### config.mk
export PLATFORM = sky130hd
export DESIGN_NAME = alu_seq_flat
export DESIGN_NICKNAME = d
export VERILOG_FILES = /design/src/rtl/alu_pkg.sv /design/src/rtl/alu_seq_if.sv /design/src/rtl/alu_iter_unit.sv /design/src/rtl/alu_seq.sv /design/src/flat_wrapper.sv
export SDC_FILE = /design/constraint.sdc
export NUM_CORES = 1
export LEC_CHECK = 0
export ABC_AREA = 1
export CAP_MARGIN = 20
export CORE_UTILIZATION = 52
export CTS_BUF_LIST = sky130_fd_sc_hd__clkbuf_4 sky130_fd_sc_hd__clkbuf_8
export CTS_CLUSTER_DIAMETER = 80
export DETAILED_ROUTE_END_ITERATION = 8
export PLACE_DENSITY = 0.74
export SKIP_CTS_REPAIR_TIMING = 1
export SLEW_MARGIN = 30
export SYNTH_ARGS = -nofsm -noshare
export SYNTH_HDL_FRONTEND = slang
export SYNTH_SLANG_ARGS = --single-unit
### constraint.sdc
create_clock -name clk -period 4.85 [get_ports clk]
set_input_delay 1.2125 -clock clk [delete_from_list [all_inputs] [get_ports clk]]
set_output_delay 1.2125 -clock clk [all_outputs]
set_load 0.005 [all_outputs]
### src/rtl/alu_pkg.sv
// Shared definitions for the sequential ALU: op codes, FSM states, default width.
// Latency: n/a (definitions only).
// Backpressure: n/a.
// Optional feature macro used by this slice: ALU_MUL_EN (iterative multiply on op A).
package alu_pkg;

   localparam int DEF_WIDTH = 16;

   localparam logic [3:0] OP_ROTL  = 4'h0;
   localparam logic [3:0] OP_ROTR  = 4'h1;
   localparam logic [3:0] OP_ADD   = 4'h2;
   localparam logic [3:0] OP_SUB   = 4'h3;
   localparam logic [3:0] OP_AND   = 4'h4;
   localparam logic [3:0] OP_OR    = 4'h5;
   localparam logic [3:0] OP_XOR   = 4'h6;
   localparam logic [3:0] OP_ZTST  = 4'h7;
   localparam logic [3:0] OP_PCZ   = 4'h8;
   localparam logic [3:0] OP_PCZB  = 4'h9;
   localparam logic [3:0] OP_MUL   = 4'hA;
   localparam logic [3:0] OP_SHLN  = 4'hB;
   localparam logic [3:0] OP_NOP   = 4'hC;

   typedef enum logic {
      IDLE = 1'b0,
      BUSY = 1'b1
   } state_t;

endpackage

### src/rtl/alu_seq_if.sv
// Request/response bundle between the operand mux, the ALU and writeback.
// Latency: n/a (wires only).
// Backpressure: in_valid/in_ready on the request side; the response is a one-cycle out_valid pulse.
// Ports: master = requester (drives in_valid, alu_op, mem, wreg); slave = ALU (drives in_ready
//        and the registered result, carry_flag, zero_flag, pc_skip, out_valid).
interface alu_seq_if import alu_pkg::*; #(
   parameter int WIDTH = DEF_WIDTH
);
   logic             in_valid;
   logic             in_ready;
   logic [3:0]       alu_op;
   logic [WIDTH-1:0] mem;
   logic [WIDTH-1:0] wreg;
   logic             out_valid;
   logic [WIDTH-1:0] result;
   logic             carry_flag;
   logic             zero_flag;
   logic             pc_skip;

   modport master (
      output in_valid, alu_op, mem, wreg,
      input  in_ready, out_valid, result, carry_flag, zero_flag, pc_skip
   );

   modport slave (
      input  in_valid, alu_op, mem, wreg,
      output in_ready, out_valid, result, carry_flag, zero_flag, pc_skip
   );
endinterface

### src/rtl/alu_iter_unit.sv
// Iteration engine shared by ShlN (one bit per cycle) and, with ALU_MUL_EN, shift-add multiply.
// Latency: one step on the start edge plus one per busy cycle; done_o when the counter reaches 0.
// Backpressure: none; the caller holds step_en_i only while it is busy.
// Ports: start_i loads operands and performs the first step; step_en_i advances one step;
//        res_o/carry_o present the value the current edge will produce (the caller registers it).
// Macro ALU_MUL_EN: when undefined the multiplier state and adder are not built.
module alu_iter_unit import alu_pkg::*; #(
   parameter int WIDTH = DEF_WIDTH,
   parameter int CNT_W = $clog2(WIDTH) + 1
) (
   input  logic             clk,
   input  logic             reset,
   input  logic             start_i,
   input  logic             step_en_i,
`ifdef ALU_MUL_EN
   input  logic             is_mul_i,
   input  logic [WIDTH-1:0] mcand_i,
`endif
   input  logic [WIDTH-1:0] lo_init_i,
   input  logic [CNT_W-2:0] n_i,
   output logic             done_o,
   output logic [WIDTH-1:0] res_o,
   output logic             carry_o
);

   logic [CNT_W-1:0] cnt_q, cnt_d;
   logic [WIDTH-1:0] lo_q, lo_d;
   logic [WIDTH-1:0] src_lo;
   logic [WIDTH-1:0] lo_nxt;

`ifdef ALU_MUL_EN
   logic [WIDTH-1:0] hi_q, hi_d;
   logic [WIDTH-1:0] mcand_q, mcand_d;
   logic             mul_q, mul_d;
   logic [WIDTH-1:0] src_hi, src_mcand, hi_nxt;
   logic             src_mul;
   logic [WIDTH:0]   sum;
`endif

   always_comb begin
      cnt_d  = cnt_q;
      lo_d   = lo_q;
      // On the start edge the step works directly on the incoming operands.
      src_lo = start_i ? lo_init_i : lo_q;
      lo_nxt = {src_lo[WIDTH-2:0], 1'b0};
      carry_o = src_lo[WIDTH-1];
`ifdef ALU_MUL_EN
      hi_d      = hi_q;
      mcand_d   = mcand_q;
      mul_d     = mul_q;
      src_hi    = start_i ? '0 : hi_q;
      src_mcand = start_i ? mcand_i : mcand_q;
      src_mul   = start_i ? is_mul_i : mul_q;
      // Right-shifting multiplier: {carry, hi, lo} >> 1 after conditionally adding mcand to hi.
      // After WIDTH steps {hi, lo} holds the full product.
      sum    = {1'b0, src_hi} + (src_lo[0] ? {1'b0, src_mcand} : '0);
      hi_nxt = '0;
      if (src_mul) begin
         hi_nxt  = sum[WIDTH:1];
         lo_nxt  = {sum[0], src_lo[WIDTH-1:1]};
         carry_o = |sum[WIDTH:1];
      end
`endif
      res_o = lo_nxt;

      // Counter holds the number of busy cycles still to run after the current one.
      if (start_i) begin
         cnt_d = (n_i < (CNT_W-1)'(2)) ? '0 : ({1'b0, n_i} - CNT_W'(2));
`ifdef ALU_MUL_EN
         if (is_mul_i) begin
            cnt_d = CNT_W'(WIDTH - 2);
         end
`endif
      end else if (step_en_i && (cnt_q != '0)) begin
         cnt_d = cnt_q - CNT_W'(1);
      end

      if (start_i || step_en_i) begin
         lo_d = lo_nxt;
`ifdef ALU_MUL_EN
         hi_d    = hi_nxt;
         mcand_d = src_mcand;
         mul_d   = src_mul;
`endif
      end

      done_o = (cnt_q == '0);
   end

   always_ff @(posedge clk) begin
      if (reset) begin
         cnt_q <= '0;
         lo_q  <= '0;
`ifdef ALU_MUL_EN
         hi_q    <= '0;
         mcand_q <= '0;
         mul_q   <= 1'b0;
`endif
      end else begin
         cnt_q <= cnt_d;
         lo_q  <= lo_d;
`ifdef ALU_MUL_EN
         hi_q    <= hi_d;
         mcand_q <= mcand_d;
         mul_q   <= mul_d;
`endif
      end
   end

endmodule

### src/rtl/alu_seq.sv
// Sequential ALU with internal carry/zero status, valid/ready input and one-cycle out_valid pulse.
// Latency: 1 cycle for single-cycle ops; WIDTH for Mul; max(1, n) for ShlN.
// Backpressure: in_ready=1 only in IDLE (and not in reset); requests are ignored while BUSY.
// Ports: clk, reset (sync, active-high); bus = alu_seq_if.slave carrying the request and the
//        registered result, carry_flag, zero_flag, pc_skip and out_valid.
// Macro ALU_MUL_EN: enables iterative multiply on op A; otherwise op A is a Nop.
module alu_seq import alu_pkg::*; #(
   parameter int WIDTH = DEF_WIDTH
) (
   input  logic      clk,
   input  logic      reset,
   alu_seq_if.slave  bus
);

   localparam int CNT_W = $clog2(WIDTH) + 1;

   state_t           state_q, state_d;
   logic [WIDTH-1:0] result_q, result_d;
   logic             carry_q, carry_d;
   logic             zero_q, zero_d;
   logic             skip_q, skip_d;
   logic             ovld_q, ovld_d;

   logic             accept;
   logic             upd_z;
   logic             iter_start;
   logic             iter_done;
   logic             iter_carry;
   logic [WIDTH-1:0] iter_res;
   logic [WIDTH-1:0] lo_init;
   logic [CNT_W-2:0] shl_n;
   logic [WIDTH:0]   arith;

   assign shl_n        = bus.wreg[CNT_W-2:0];
   assign bus.in_ready = (state_q == IDLE) && !reset;
   assign accept       = bus.in_valid && bus.in_ready;

`ifdef ALU_MUL_EN
   assign lo_init = (bus.alu_op == OP_MUL) ? bus.wreg : bus.mem;
`else
   assign lo_init = bus.mem;
`endif

   alu_iter_unit #(
      .WIDTH (WIDTH),
      .CNT_W (CNT_W)
   ) u_iter (
      .clk       (clk),
      .reset     (reset),
      .start_i   (iter_start),
      .step_en_i (state_q == BUSY),
`ifdef ALU_MUL_EN
      .is_mul_i  (bus.alu_op == OP_MUL),
      .mcand_i   (bus.mem),
`endif
      .lo_init_i (lo_init),
      .n_i       (shl_n),
      .done_o    (iter_done),
      .res_o     (iter_res),
      .carry_o   (iter_carry)
   );

   always_comb begin
      state_d    = state_q;
      result_d   = result_q;
      carry_d    = carry_q;
      zero_d     = zero_q;
      skip_d     = 1'b0;
      ovld_d     = 1'b0;
      upd_z      = 1'b0;
      iter_start = 1'b0;
      arith      = '0;

      case (state_q)
         IDLE: begin
            if (accept) begin
               ovld_d = 1'b1;
               case (bus.alu_op)
                  OP_ROTL: begin
                     result_d = {bus.mem[WIDTH-2:0], carry_q};
                     carry_d  = bus.mem[WIDTH-1];
                  end
                  OP_ROTR: begin
                     result_d = {carry_q, bus.mem[WIDTH-1:1]};
                     carry_d  = bus.mem[0];
                  end
                  OP_ADD: begin
                     arith    = {1'b0, bus.mem} + {1'b0, bus.wreg};
                     result_d = arith[WIDTH-1:0];
                     carry_d  = arith[WIDTH];
                     upd_z    = 1'b1;
                  end
                  OP_SUB: begin
                     // Carry out of mem + ~wreg + 1 is the "no borrow" flag.
                     arith    = {1'b0, bus.mem} + {1'b0, ~bus.wreg} + (WIDTH+1)'(1);
                     result_d = arith[WIDTH-1:0];
                     carry_d  = arith[WIDTH];
                     upd_z    = 1'b1;
                  end
                  OP_AND: begin
                     result_d = bus.mem & bus.wreg;
                     upd_z    = 1'b1;
                  end
                  OP_OR: begin
                     result_d = bus.mem | bus.wreg;
                     upd_z    = 1'b1;
                  end
                  OP_XOR: begin
                     result_d = bus.mem ^ bus.wreg;
                     upd_z    = 1'b1;
                  end
                  OP_ZTST: begin
                     result_d = bus.mem;
                     upd_z    = 1'b1;
                  end
                  OP_PCZ: begin
                     result_d = bus.mem;
                     skip_d   = |bus.mem;
                  end
                  OP_PCZB: begin
                     result_d = bus.mem;
                     skip_d   = ~|bus.mem;
                  end
`ifdef ALU_MUL_EN
                  OP_MUL: begin
                     iter_start = 1'b1;
                     ovld_d     = 1'b0;
                     state_d    = BUSY;
                  end
`endif
                  OP_SHLN: begin
                     upd_z = 1'b1;
                     if (shl_n == '0) begin
                        result_d = bus.mem;
                     end else if (shl_n == (CNT_W-1)'(1)) begin
                        // A single shift finishes on the start step itself.
                        iter_start = 1'b1;
                        result_d   = iter_res;
                        carry_d    = iter_carry;
                     end else begin
                        iter_start = 1'b1;
                        ovld_d     = 1'b0;
                        upd_z      = 1'b0;
                        state_d    = BUSY;
                     end
                  end
                  default: begin
                     result_d = bus.wreg;
                  end
               endcase
            end
         end
         BUSY: begin
            // Mul and ShlN both finish with result, carry and Z taken from the iteration unit.
            if (iter_done) begin
               result_d = iter_res;
               carry_d  = iter_carry;
               upd_z    = 1'b1;
               ovld_d   = 1'b1;
               state_d  = IDLE;
            end
         end
         default: begin
            state_d = IDLE;
         end
      endcase

      if (upd_z) begin
         zero_d = ~|result_d;
      end
   end

   always_ff @(posedge clk) begin
      if (reset) begin
         state_q  <= IDLE;
         result_q <= '0;
         carry_q  <= 1'b0;
         zero_q   <= 1'b0;
         skip_q   <= 1'b0;
         ovld_q   <= 1'b0;
      end else begin
         state_q  <= state_d;
         result_q <= result_d;
         carry_q  <= carry_d;
         zero_q   <= zero_d;
         skip_q   <= skip_d;
         ovld_q   <= ovld_d;
      end
   end

   assign bus.out_valid  = ovld_q;
   assign bus.result     = result_q;
   assign bus.carry_flag = carry_q;
   assign bus.zero_flag  = zero_q;
   assign bus.pc_skip    = skip_q;

endmodule

### src/flat_wrapper.sv
// flat-port wrapper written by rule: the top's interface ports become plain ports
module alu_seq_flat import alu_pkg::*;
#(
   parameter int WIDTH = DEF_WIDTH
)
  (clk, reset, bus_in_valid, bus_alu_op, bus_mem, bus_wreg, bus_in_ready, bus_out_valid, bus_result, bus_carry_flag, bus_zero_flag, bus_pc_skip);
  alu_seq_if #(.WIDTH(WIDTH)) bus_i ();
  input  logic clk;
  input  logic reset;
  input wire logic [$bits(bus_i.in_valid)-1:0] bus_in_valid;
  input wire logic [$bits(bus_i.alu_op)-1:0] bus_alu_op;
  input wire logic [$bits(bus_i.mem)-1:0] bus_mem;
  input wire logic [$bits(bus_i.wreg)-1:0] bus_wreg;
  output wire logic [$bits(bus_i.in_ready)-1:0] bus_in_ready;
  output wire logic [$bits(bus_i.out_valid)-1:0] bus_out_valid;
  output wire logic [$bits(bus_i.result)-1:0] bus_result;
  output wire logic [$bits(bus_i.carry_flag)-1:0] bus_carry_flag;
  output wire logic [$bits(bus_i.zero_flag)-1:0] bus_zero_flag;
  output wire logic [$bits(bus_i.pc_skip)-1:0] bus_pc_skip;
  assign bus_i.in_valid = bus_in_valid;
  assign bus_i.alu_op = bus_alu_op;
  assign bus_i.mem = bus_mem;
  assign bus_i.wreg = bus_wreg;
  assign bus_in_ready = bus_i.in_ready;
  assign bus_out_valid = bus_i.out_valid;
  assign bus_result = bus_i.result;
  assign bus_carry_flag = bus_i.carry_flag;
  assign bus_zero_flag = bus_i.zero_flag;
  assign bus_pc_skip = bus_i.pc_skip;
  alu_seq #(.WIDTH(WIDTH)) u_core (.clk(clk), .reset(reset), .bus(bus_i));
endmodule
==> run summary, run 1 <==
=================================================================================
Result of the run ..................................................    completed
CTS tree ...........................................................          yes
Floorplan die area .................................................   12010 um^2
Top delay family on crit path ...................................... simple AND/OR/NAND/NOR gates
DR WL/cell .........................................................     17.11 um
Net count of the finished layout ...................................         1264
Final worst clock skew .............................................     4.561 ps
Unrepaired setup endpoints after global routing ....................           no
Total chip power ...................................................   0.001154 W
Maxcap violations ..................................................            0
Later-pin clock latency in the skew report .........................       320 ps
Seq cells post-synth ...............................................           41
Number of hold-slack violations in the final timing report .........            0
Critical path buffers and inverters ................................            3
Share of the synthesized area in the top cell type .................       0.2270
Post-route DRC violation count .....................................            0
Number of antenna violations at the first check in global routing ..            0
Most used flip-flop cell after synthesis ........................... sky130_fd_sc_hd__dfxtp_1
Max Transition Viols Final .........................................            0
Fin crit period ....................................................      4147 ps
Maximum level of the CTS H-tree ....................................            2
Netlist cell types .................................................           41
Vias per inst ......................................................        5.717
Register area share after synthesis ................................       0.1364
Global-route wire length before repair .............................     34730 um
Biggest area consumer among synthesized cells ...................... sky130_fd_sc_hd__nand2_1
Type of the worst setup path .......................................       in2reg
Fraction of final layout cells sized beyond drive strength 1 .......      0.04192
Number of iterations in the first detailed-routing pass ............            5
Number of buffers inserted by port buffering .......................           59
Average footprint of a synthesized cell ............................   5.373 um^2
Die W ..............................................................     109.6 um
GRT Residual Overflow ..............................................            0
Peak ir drop on the vdd network ....................................    0.1355 mV
Standard cell with the maximum stage delay on the critical path .... sky130_fd_sc_hd__clkdlybuf4s50_1
Maximum single-stage delay on the critical path ....................       550 ps
Leakage Power ......................................................     3.582 nW
Max-slew headroom at the worst pin .................................       0.3175
Cell area after synthesis ..........................................    6018 um^2
Synth warnings .....................................................            0
Cells after synthesis ..............................................         1120
Kind of capture point of the worst setup path ......................         flop
Final-layout setup total negative slack ............................         0 ps
Detailed placement HPWL ............................................     17550 um
Die outline height .................................................     109.6 um
Fin crit share .....................................................       0.8551
Count of flip-flops with a built-in enable after synthesis .........            0
Mapped Nets ........................................................         1215
Effective utilization at floorplan .................................       0.5433
Achievable frequency ...............................................   0.2411 GHz
Hold Crit Class ....................................................      reg2reg
Critical path launch point type ....................................   input port
Ratio of total power to cell area .................................. 168.4 nW/um^2
Pin count of the biggest net entering global routing ...............           30
Arrival time at the worst endpoint .................................      4400 ps
Number of inserted diodes ..........................................            0
Via count ..........................................................         7483
Share of flip-flops with an asynchronous set or reset ..............            0
Routability-driven placement congestion ratio ......................        1.002
WL final ...........................................................     22400 um
Total number of clock tree sinks ...................................           41
Placement row count ................................................           38
Synth area leaders ................................................. sky130_fd_sc_hd__nand2_1 (23%), sky130_fd_sc_hd__dfxtp_1 (14%), sky130_fd_sc_hd__ha_1 (11%), sky130_fd_sc_hd__inv_1 (10%), sky130_fd_sc_hd__nand3_1 (8.4%)
Core outline area ..................................................   11080 um^2
Clock slew seen by the registers of the worst setup and hold paths .        80 ps
Filler cells .......................................................         1164
Number of global-route vias before repair ..........................         6827
Most prevalent standard cell on the critical path .................. sky130_fd_sc_hd__nand2_1
Final design utilization ...........................................       0.6188
Data required, critical path .......................................      5100 ps
Final setup violation count ........................................            0
Count of nets left with antenna violations after detail routing ....            0
Slew at the pin closest to its max-slew limit ......................      1020 ps
Boundary Pins ......................................................           60
Critical Path Fanout Max ...........................................            6
Global-route total usage across every layer ........................       0.3824
Clock tree buffer depth ............................................            2
Cells traversed along the worst timing path ........................ clkdlybuf4s50_1 -> inv_1 -> ha_1 -> inv_1 -> fa_1 -> or2_2 -> nand3_1 -> nand2_1 -> nor2_1 -> nand2_1 -> nor2_1 -> nand2_1 -> nand2_1 -> nand2_1 -> nand2_1 -> nand2_1 -> nor2_1 -> nand3_1 -> nor2_1 -> nand3_1 -> a21oi_1
Number of buffers added by the clock tree synthesis step ...........            5
Hold WS ............................................................     466.5 ps
Growth of design area from synthesis to finish .....................       13.91%
DR iter-0 viols ....................................................          946
Root buffer cell ................................................... sky130_fd_sc_hd__clkbuf_8
=================================================================================
-- per-stage QoR --
stage	worst slack [ps]	cell area, um^2	instances
final	702.8	6855	1309
after detailed placement	496.4	6751	1302
after global routing	518.1	6855	1309
after floorplan	1634	6018	1120
after global placement	500.2	6751	1302
after CTS	775.0	6855	1309
-- power by group --
group	switching [W]	leakage (nW)	internal, W
clock network	0.000132	0.0540	0.000150
logic	0.000332	3.20	0.000181
registers	0.0000107	0.333	0.000348
total	0.000475	3.58	0.000679
-- layout make-up --
type	count	area, um^2	share of cell area
clock buffer	5	68.82	0.01004
tap	140	175.2	0.02555
sequential	41	820.8	0.1197
timing repair buffer	77	725.7	0.1059
clock inverter	2	35.03	0.005110
multi-input combinational	876	4398	0.6415
inverter	168	631.9	0.09217
-- registers in the layout, indices dropped and copies added, names as in the netlist --
register,count
u_core.bus.zero_flag,1
u_core.bus.result,16
u_core.u_iter.lo_q,15
u_core.state_q,1
u_core.u_iter.cnt_q,5
u_core.bus.pc_skip,1
u_core.bus.carry_flag,1
u_core.bus.out_valid,1
-- cells in the mapped netlist, types with 2 or more instances --
| cell type | n |
|---|---|
| sky130_fd_sc_hd__a21oi_1 | 66 |
| sky130_fd_sc_hd__a31oi_1 | 7 |
| sky130_fd_sc_hd__and2_1 | 6 |
| sky130_fd_sc_hd__and3_1 | 3 |
| sky130_fd_sc_hd__buf_1 | 2 |
| sky130_fd_sc_hd__buf_2 | 11 |
| sky130_fd_sc_hd__buf_4 | 2 |
| sky130_fd_sc_hd__buf_6 | 2 |
| sky130_fd_sc_hd__clkbuf_1 | 18 |
| sky130_fd_sc_hd__dfxtp_1 | 41 |
| sky130_fd_sc_hd__fa_1 | 2 |
| sky130_fd_sc_hd__ha_1 | 54 |
| sky130_fd_sc_hd__inv_1 | 162 |
| sky130_fd_sc_hd__inv_2 | 5 |
| sky130_fd_sc_hd__nand2_1 | 364 |
| sky130_fd_sc_hd__nand2_2 | 5 |
| sky130_fd_sc_hd__nand2_4 | 2 |
| sky130_fd_sc_hd__nand3_1 | 101 |
| sky130_fd_sc_hd__nand3b_1 | 6 |
| sky130_fd_sc_hd__nand4_1 | 13 |
| sky130_fd_sc_hd__nor2_1 | 126 |
| sky130_fd_sc_hd__nor2_2 | 2 |
| sky130_fd_sc_hd__nor2_8 | 2 |
| sky130_fd_sc_hd__nor3_1 | 5 |
| sky130_fd_sc_hd__nor4_1 | 4 |
| sky130_fd_sc_hd__o211ai_1 | 4 |
| sky130_fd_sc_hd__o21ai_0 | 75 |
| sky130_fd_sc_hd__o21ai_1 | 3 |
| sky130_fd_sc_hd__o21bai_1 | 4 |
| sky130_fd_sc_hd__o22ai_1 | 9 |
| sky130_fd_sc_hd__or2_2 | 3 |
| sky130_fd_sc_hd__xor2_1 | 2 |
-- per-layer routing --
metal | track usage | vias to the layer above | wire length [um]
li1 | - | 3646 | -
met1 | 0.4903 | 3283 | 9281
met2 | 0.6137 | 457 | 9765
met3 | 0.06046 | 97 | 2103
met4 | 0.2048 | 0 | 1252
met5 | 0 | - | 0
-- worst reg2reg max path: cells and delay by family, from the launching register on --
family | cells | cell delay [ps]
AND/OR/NAND/NOR | 7 | 1310
flip-flops | 1 | 410
AO/OA/AOI/OAI | 3 | 510
buffers and inverters | 2 | 560
-- cell usage in the layout, fill, tap and decap left out, types with 2 or more instances in the layout --
cell type,count
sky130_fd_sc_hd__nand3b_1,6
sky130_fd_sc_hd__inv_1,162
sky130_fd_sc_hd__nand2_1,364
sky130_fd_sc_hd__and2_1,6
sky130_fd_sc_hd__nand3_1,101
sky130_fd_sc_hd__nand4_1,13
sky130_fd_sc_hd__nor2_8,2
sky130_fd_sc_hd__o21bai_1,4
sky130_fd_sc_hd__a21oi_1,66
sky130_fd_sc_hd__inv_2,5
sky130_fd_sc_hd__nor4_1,4
sky130_fd_sc_hd__dfxtp_1,41
sky130_fd_sc_hd__and3_1,3
sky130_fd_sc_hd__clkinv_2,2
sky130_fd_sc_hd__nand2_4,2
sky130_fd_sc_hd__nand2_2,5
sky130_fd_sc_hd__o211ai_1,4
sky130_fd_sc_hd__nor2_2,2
sky130_fd_sc_hd__clkbuf_8,5
sky130_fd_sc_hd__a31oi_1,7
sky130_fd_sc_hd__nor3_1,5
sky130_fd_sc_hd__xor2_1,2
sky130_fd_sc_hd__o21ai_1,3
sky130_fd_sc_hd__clkdlybuf4s50_1,59
sky130_fd_sc_hd__o21ai_0,75
sky130_fd_sc_hd__ha_1,54
sky130_fd_sc_hd__nor2_1,126
sky130_fd_sc_hd__buf_4,18
sky130_fd_sc_hd__o22ai_1,9
sky130_fd_sc_hd__fa_1,2
sky130_fd_sc_hd__or2_2,3
-- final timing paths --
| kind | startpoint | to | slack (ps) | cells past startpoint |
|---|---|---|---|---|
| max | bus_mem[0] | u_core.bus.zero_flag$_SDFFE_PP0P_ | 700 | 21 |
| min | u_core.u_iter.lo_q[1]$_SDFFE_PP0P_ | u_core.u_iter.lo_q[1]$_SDFFE_PP0P_ | 470 | 2 |
| max reg2reg | u_core.state_q$_SDFF_PP0_ | u_core.bus.zero_flag$_SDFFE_PP0P_ | 1980 | 12 |
| min reg2reg | u_core.u_iter.lo_q[1]$_SDFFE_PP0P_ | u_core.u_iter.lo_q[1]$_SDFFE_PP0P_ | 470 | 2 |
-- kinds of logic (layout without fill, tap and decap cells) --
family / after synthesis / in the layout / share of synthesized area
and+or+nand+nor: 644 / 644 / 0.4538
AOI/OAI and AO/OA: 173 / 173 / 0.1536
xor gates and xnor gates: 3 / 3 / 0.004367
adders and majority gates: 56 / 56 / 0.1189
DFF: 41 / 41 / 0.1364
buffers and inverters: 203 / 252 / 0.1328
Note: power is estimated with default switching activity, not from simulation.
==> run 2: changes to the inputs <==
--- a/config.mk
+++ b/config.mk
@@ -10,6 +10,7 @@
 export CORE_UTILIZATION = 52
 export CTS_BUF_LIST = sky130_fd_sc_hd__clkbuf_4 sky130_fd_sc_hd__clkbuf_8
 export CTS_CLUSTER_DIAMETER = 80
+export CTS_CLUSTER_SIZE = 28
 export DETAILED_ROUTE_END_ITERATION = 8
 export PLACE_DENSITY = 0.74
 export SKIP_CTS_REPAIR_TIMING = 1
==> results of run 2 <==
Same layout as run 1: the final DEF is identical, and so are final timing and power.
